==> config.mk <==
export PLATFORM = sky130hd
export DESIGN_NAME = imem_boot_loader
export DESIGN_NICKNAME = d
export VERILOG_FILES = /design/src/rtl/imem_boot_loader.sv
export SDC_FILE = /design/constraint.sdc
export NUM_CORES = 1
export LEC_CHECK = 0
export CAP_MARGIN = 40
export CELL_PAD_IN_SITES_DETAIL_PLACEMENT = 1
export CELL_PAD_IN_SITES_GLOBAL_PLACEMENT = 1
export CORE_MARGIN = 5
export CORE_UTILIZATION = 35
export DETAILED_ROUTE_END_ITERATION = 12
export DONT_BUFFER_PORTS = 1
export PLACE_DENSITY_LB_ADDON = 0.1
export REMOVE_ABC_BUFFERS = 1
export SYNTH_ARGS = -nofsm -noshare
export SYNTH_HDL_FRONTEND = slang
export SYNTH_SLANG_ARGS = --single-unit
==> constraint.sdc <==
create_clock -name clk -period 2.1 [get_ports clk]
set_input_delay 0.105 -clock clk [delete_from_list [all_inputs] [get_ports clk]]
set_output_delay 0.105 -clock clk [all_outputs]
set_load 0.05 [all_outputs]
==> src/rtl/imem_boot_loader.sv <==
`default_nettype none
// ============================================================================
// Module   : imem_boot_loader
// Brief    : Receives a little-endian program image over a byte stream,
//            writes 32-bit words into instruction memory and holds the CPU
//            in reset until the image is loaded plus a fixed settle delay.
// Revision : 1.0 - initial release
// ============================================================================
module imem_boot_loader #(
    parameter int ADDR_WIDTH    = 8,
    parameter int RELEASE_DELAY = 4
) (
    input  logic                  clk,
    input  logic                  reset,
    input  logic                  reload,
    input  logic                  in_valid,
    input  logic [7:0]            in_data,
    output logic                  in_ready,
    output logic                  imem_we,
    output logic [ADDR_WIDTH-1:0] imem_addr,
    output logic [31:0]           imem_wdata,
    output logic                  cpu_reset,
    output logic                  busy,
    output logic                  done,
    output logic                  error
);

    // Word counter carries one extra bit so a full-capacity image can be
    // counted to completion without the index wrapping.
    localparam int                 c_cnt_w    = ADDR_WIDTH + 1;
    localparam int                 c_dly_w    = (RELEASE_DELAY > 1) ? $clog2(RELEASE_DELAY) : 1;
    localparam logic [c_dly_w-1:0] c_dly_last = c_dly_w'(RELEASE_DELAY - 1);
    localparam logic [16:0]        c_capacity = 17'(1) << ADDR_WIDTH;

    typedef enum logic [2:0] {
        S_HDR0    = 3'd0,
        S_HDR1    = 3'd1,
        S_DATA    = 3'd2,
        S_RELEASE = 3'd3,
        S_DONE    = 3'd4,
        S_ERROR   = 3'd5
    } state_t;

    state_t               r_state;
    state_t               w_state_next;
    logic [1:0]           r_byte_cnt;
    logic [c_cnt_w-1:0]   r_word_idx;
    logic [15:0]          r_word_count;
    logic [c_dly_w-1:0]   r_dly_cnt;
    logic [23:0]          r_lanes;
    logic                 r_imem_we;
    logic [ADDR_WIDTH-1:0] r_imem_addr;
    logic [31:0]          r_imem_wdata;

    logic                 w_hs;
    logic [15:0]          w_n;
    logic [c_cnt_w-1:0]   w_word_next;
    logic                 w_word_last;

    // Next-state decode and status outputs, all derived from the current state.
    always_comb begin
        w_state_next = r_state;
        in_ready     = 1'b0;
        busy         = 1'b0;
        done         = 1'b0;
        error        = 1'b0;
        cpu_reset    = 1'b1;
        w_n          = {in_data, r_word_count[7:0]};
        w_word_next  = r_word_idx + 1'b1;
        w_word_last  = (w_word_next == c_cnt_w'(r_word_count));

        case (r_state)
            S_HDR0:    in_ready = ~reload;
            S_HDR1:    begin in_ready = ~reload; busy = 1'b1; end
            S_DATA:    begin in_ready = ~reload; busy = 1'b1; end
            S_RELEASE: busy = 1'b1;
            S_DONE:    begin done = 1'b1; cpu_reset = 1'b0; end
            S_ERROR:   error = 1'b1;
            default:   ;
        endcase

        w_hs = in_valid & in_ready;

        if (reload) begin
            w_state_next = S_HDR0;
        end else begin
            case (r_state)
                S_HDR0: if (w_hs) w_state_next = S_HDR1;
                S_HDR1: begin
                    if (w_hs) begin
                        if (w_n == 16'd0)
                            w_state_next = S_RELEASE;
                        else if ({1'b0, w_n} > c_capacity)
                            w_state_next = S_ERROR;
                        else
                            w_state_next = S_DATA;
                    end
                end
                S_DATA: begin
                    if (w_hs && (r_byte_cnt == 2'd3) && w_word_last)
                        w_state_next = S_RELEASE;
                end
                S_RELEASE: if (r_dly_cnt == c_dly_last) w_state_next = S_DONE;
                default:   ;
            endcase
        end
    end

    // State register.
    always_ff @(posedge clk or negedge reset) begin
        if (!reset) r_state <= S_HDR0;
        else        r_state <= w_state_next;
    end

    // Header capture, word assembly, memory write port and release delay.
    always_ff @(posedge clk or negedge reset) begin
        if (!reset) begin
            r_byte_cnt   <= '0;
            r_word_idx   <= '0;
            r_word_count <= '0;
            r_dly_cnt    <= '0;
            r_lanes      <= '0;
            r_imem_we    <= 1'b0;
            r_imem_addr  <= '0;
            r_imem_wdata <= '0;
        end else begin
            r_imem_we <= 1'b0;
            if (reload) begin
                r_byte_cnt   <= '0;
                r_word_idx   <= '0;
                r_word_count <= '0;
                r_dly_cnt    <= '0;
            end else begin
                case (r_state)
                    S_HDR0: if (w_hs) r_word_count[7:0] <= in_data;
                    S_HDR1: begin
                        if (w_hs) begin
                            r_word_count[15:8] <= in_data;
                            r_byte_cnt         <= '0;
                            r_word_idx         <= '0;
                            r_dly_cnt          <= '0;
                        end
                    end
                    S_DATA: begin
                        if (w_hs) begin
                            case (r_byte_cnt)
                                2'd0: r_lanes[7:0]   <= in_data;
                                2'd1: r_lanes[15:8]  <= in_data;
                                2'd2: r_lanes[23:16] <= in_data;
                                default: begin
                                    r_imem_we    <= 1'b1;
                                    r_imem_addr  <= r_word_idx[ADDR_WIDTH-1:0];
                                    r_imem_wdata <= {in_data, r_lanes};
                                    r_word_idx   <= w_word_next;
                                end
                            endcase
                            r_byte_cnt <= r_byte_cnt + 2'd1;
                        end
                    end
                    S_RELEASE: r_dly_cnt <= r_dly_cnt + 1'b1;
                    default:   ;
                endcase
            end
        end
    end

    assign imem_we    = r_imem_we;
    assign imem_addr  = r_imem_addr;
    assign imem_wdata = r_imem_wdata;

endmodule
`default_nettype wire

* Yosys cells after proc, flatten, opt, wreduce, memory -nomap -nowiden *
Index checks and enable logic that the tools add are counted.
Widths: inputs -> output; s select.

operators by class
  reduce and logical (&&, ||, !) cells = 24
  shifts and indexed selects = 0
  add/sub/neg operators = 3
  multiply operators = 0
  eq/ne operators = 16
  divide/modulo/power cells = 0
  order comparisons = 1
  mux-type cells = 32
  bitwise gates (word level) = 3

operators by type and width
  cell                 count
  $mux 9               5
  $mux 3               7
  $reduce_and 4->1     5
  $ne 3x3->1 const B   6
  $pmux 9 s2           1
  $gt 16x9->1 const B  1
  $logic_not 16->1     1
  $mux 8               2
  $pmux 3 s4           1
  $mux 1               10
  $add 9x1->9 const B  1
  $eq 9x9->1           1
  $reduce_or 3->1      3
  $mux 2               4
  $pmux 2 s2           2
  $eq 2x2->1 const B   3
  $eq 3x2->1 const B   2
  $eq 3x3->1 const B   2
  $reduce_and 2->1     3
  $reduce_bool 2->1    3
  $reduce_bool 3->1    2
  $reduce_and 5->1     1
  $reduce_bool 5->1    1
  $add 2x1->2 const B  2
  8 further kinds      10

storage, ports and cells
  logic and storage cells = 91
  memory bits (read-only) = 0
  memories kept = 0
  input bits = 12
  output and inout bits = 46
  bits in latches = 0
  memory bits (writable) = 0
  register bits after elaboration = 90

* Depth between registers and ports, before layout *
  word-level depth = 9
  gate-level depth with buffers = 7
  depth with buffers taken out = 6

* Worst setup path after synthesis *
Ideal clock, no wire load.

  path kind = register to register
  start point = register r_state[2]
  end point = register r_lanes[8]
  data arrival time = 2.163 ns
  slack = -0.188 ns
  setup time = 0.125 ns
  data required time = 1.975 ns
  period minus slack after synthesis = 2.288 ns
  stages on the path, launching flop included = 7
  cells stage by stage = dfrtp_1 > buf_6 > a211oi_2 > and3_1 > buf_4 > nand2_4 > mux2_4

on the way
  word-level cells in the longest chain between the ends = 5

ends and longest elaborated chain
  element                                   RTL line  text
  start, declared                           44        state_t r_state;
  start signal, assigned                    112       else r_state <= w_state_next;
  $eq 3x2->1, or another cell as far along  72        case (r_state)
  $reduce_or 3->1 (no source line) (*)      n/a
  $mux 1 (*)                                n/a
  net in_ready                              18        output logic in_ready,
  $and 1x1->1 (*)                           82        w_hs = in_valid & in_ready;
  $reduce_and 4->1 (no source line) (*)     n/a
  end signal, assigned                      148       2'd1: r_lanes[15:8] <= in_data;
  end, declared                             50        logic [23:0] r_lanes;

Mark *: on every way through the listed nets, which the timed path passes. The rest lies on a longest branch.
A chain may end at the register's enable or synchronous reset.

* Final worst setup path *
  start point = register r_state[0]
  end point = register r_lanes[4]

on the way
  word-level cells in the longest chain between the ends = 5

ends and longest elaborated chain
  element                                   RTL line  text
  $eq 3x2->1, or another cell as far along  72, 134
  $reduce_or 3->1 (no source line)          n/a
  $mux 1                                    n/a
  $and 1x1->1                               82
  $reduce_and 4->1 (no source line) (*)     n/a
  end signal, assigned                      147       2'd0: r_lanes[7:0] <= in_data;

Mark *: on every way between the ends. The rest lies on a longest branch, timed or not.

==> flow_summary.toml <==
[global_route]
grt_overflow = 0
grt_pass1_vias = 3074
antenna_found_initial = 0
grt_usage = 0.156
grt_pass1_wl_um = 17200
grt_max_degree = 91

[critical_path]
path_max_fanout = 8
worstPathRequired_ns = 2.33
cp-startpoint = "r_state[0]"
max_stage_delay_ns = 0.46
crit_end = "r_lanes[4]"
start_kind = "flip-flop"
rr_startpoint = "r_state[0]"
end_kind = "flip-flop"
r2r_cells = 4
crit_chain = "a211oi_2 > and3_1 > nand2_4 > mux2_4"
arrival_ns = 2.21
timing_worst_setup_path_type = "flip-flop to flip-flop"
timing.rr.end = "r_lanes[4]"
cp_slowest_cell = "dfrtp_1"
reg2reg_setup_slack_ns = 0.12

[finish]
areaGrowthSynthToFinish_pct = 15.0
final_core_util = 0.414
register_area_mm2 = 0.00225
drive_gt1_frac = 0.149
multi_input_area_mm2 = 0.00176
num_antenna_cells = 0
fillers = 1280
final_nets = 443
stdcell_count = 572

[synthesis]
synth_area_per_cell_um2 = 10.2
seq_area_frac_synth = 0.543
synth_top_family_by_area = "simple AND/OR/NAND/NOR gates"
synth_most_common_cell = "nand2_1"
synth_xor_xnor_area_share = 0.0275
ys_types = 44
synth_area_leaders = "dfrtp_1 (54%), nand2_1 (13%), mux2_4 (8.7%)"
synthesis.area_mm2 = 0.00415
ys_ff_latch = 90
synth_mux_area_frac = 0.0896
yosys_warnings = 0
synthSimpleGateAreaFrac = 0.206
synth_edf_count = 0
ys.flop_type = "dfrtp_1"
synth_largest_area_cell = "dfrtp_1"
yosys-top-cells-count = "nand2_1 (140), dfrtp_1 (90), mux2_4 (24)"
synthCells = 407
yosysTopAreaCellShare = 0.543
async_flop_share = 1.00
synthAdderAreaFrac = 0.0211
synth-compound-area-share = 0.0806

[die]
fp.dieH_um = 119
die_w_um = 119
initial_core_util = 0.360
design.portCount = 58
coreArea_mm2 = 0.0115
placementRows = 39
dieArea_mm2 = 0.0141

[placed_design]
dp_cells = 545
dpl.hpwl_um = 6790
place_congestion = 0.745
portBuffers = 0

[sta]
fin_crit_sh = 0.944
maxSlewHeadroom = 0.478
tightest_slew_ns = 0.781
final_hold_viol_count = 90
whs_ns = -0.548
setup_viol = 0
fin_crit_ns = 1.98
rsz0062_at_grt = "false"
drv_slew = 0
fin_worst_skew_ns = 0.00544
fmax_mhz = 504

[clocking]
cts.clk_slew.worst_paths_ns = 0.06
clock_latency_ns = 0.34
post_cts_resized = 0
post_cts_buffers = 0
ctsHoldBuffers = 11
root_buffer = "clkbuf_16"
cts_buffers = 9
max-clock-path-buffers = 2
cts.sinks = 90
cts_tree = "built"
cts_max_level = 3

[detailed_routing]
dr_total_vias = 2903
via_per_inst = 5.08
wl_per_cell_um = 18.1
drc = 0
wl_um = 10400
firstDrtPassIters = 4
final_antenna_net_count = 0
first_iter_violations = 87

[hold_path]
hold_class = "input port to asynchronous set/reset pin"

[pwr]
ir_worst_vdd_v = 0.000272
leakage_nw = 2.47
powerDensity_mw_per_mm2 = 750

[status]
status = "finished with violations"
violations = "hold timing"

[flow_run]
maxCapViolCount = 0
==> worst min path at each step <==
stage,to,start,cells after the start
5_1_grt,imem_wdata[13],reset,0
2_1_floorplan,imem_addr[0],reset,0
4_1_cts,imem_wdata[13],reset,0
6_report,imem_wdata[30],reset,0
3_3_place_gp,imem_wdata[6],reset,0
3_5_place_dp,imem_wdata[5],reset,0
==> per-stage QoR <==
stage	setup TNS, ns	power, mW	cell area, um2	setup WS, ns	hold slack [ns]
floorplan	-68.43	1.88	4040	-1.30	-0.191
global placement	0	1.94	4360	0.144	-0.188
detailed placement	0	1.94	4360	0.108	-0.188
CTS	0	3.64	4770	0.0954	-0.566
global route	0	3.75	4770	0.0293	-0.579
finish	0	3.58	4770	0.117	-0.548
==> cells in the final DEF, fill, tap and decap left out, types with 2 or more instances in the layout <==
master,count
a21oi_1,13
nor3_1,2
nand3_1,11
a32oi_1,2
a32o_1,2
xnor2_1,8
nand2_4,3
dlygate4sd3_1,11
nor2b_1,5
inv_1,6
a31oi_1,3
o21ai_0,16
a211o_1,2
a22o_1,2
dfrtp_1,90
clkbuf_16,9
ha_1,7
nor4_1,5
mux2_4,24
o31ai_1,2
clkbuf_1,2
nand2_1,140
buf_4,16
nor2_1,14
and3_1,5
xor2_1,5
==> logic make-up after synthesis <==
kind of cell / after synthesis
simple gates: 193
flops: 90
compound gates: 50
buf+inv: 29
mux: 25
xor+xnor: 13
fa+ha+maj: 7
==> report_power, final <==
part | switching (mW) | internal [mW] | total [mW]
clock network | 0.681 | 0.956 | 1.64
logic | 0.112 | 0.0687 | 0.180
registers | 0.0148 | 1.74 | 1.76
total | 0.807 | 2.77 | 3.58
==> layer usage <==
metal / vias up / global-route usage / wire [um]
li1: 1394 / - / -
met1: 1453 / 0.215 / 5060
met2: 45 / 0.234 / 4710
met3: 11 / 0.0431 / 428
met4: 0 / 0.0587 / 159
met5: - / 0 / 0
==> state kept, by name, summed over array words and instances (netlist names) <==
| signal | cells |
|---|---|
| r_byte_cnt | 2 |
| imem_wdata | 32 |
| r_lanes | 24 |
| imem_we | 1 |
| r_word_count | 9 |
| r_word_idx | 9 |
| r_dly_cnt | 2 |
| imem_addr | 8 |
| r_state | 3 |
==> critical path, delay by kind of cell (launching register included) <==
family / cells / cell delay, ns
AOI/OAI and AO/OA: 1 / 0.43
DFF: 1 / 0.46
muxes: 1 / 0.33
and+or+nand+nor: 2 / 0.63
==> final cells by class <==
| cell class | count | share of cell area |
|---|---|---|
| Sequential cell | 90 | 0.473 |
| Tap cell | 143 | 0.0375 |
| Timing Repair Buffer | 28 | 0.0525 |
| Clock inverter | 4 | 0.0108 |
| Multi-Input combinational cell | 288 | 0.369 |
| Inverter | 7 | 0.00551 |
| Clock buffer | 12 | 0.0517 |
(Power assumes the default switching activity.)
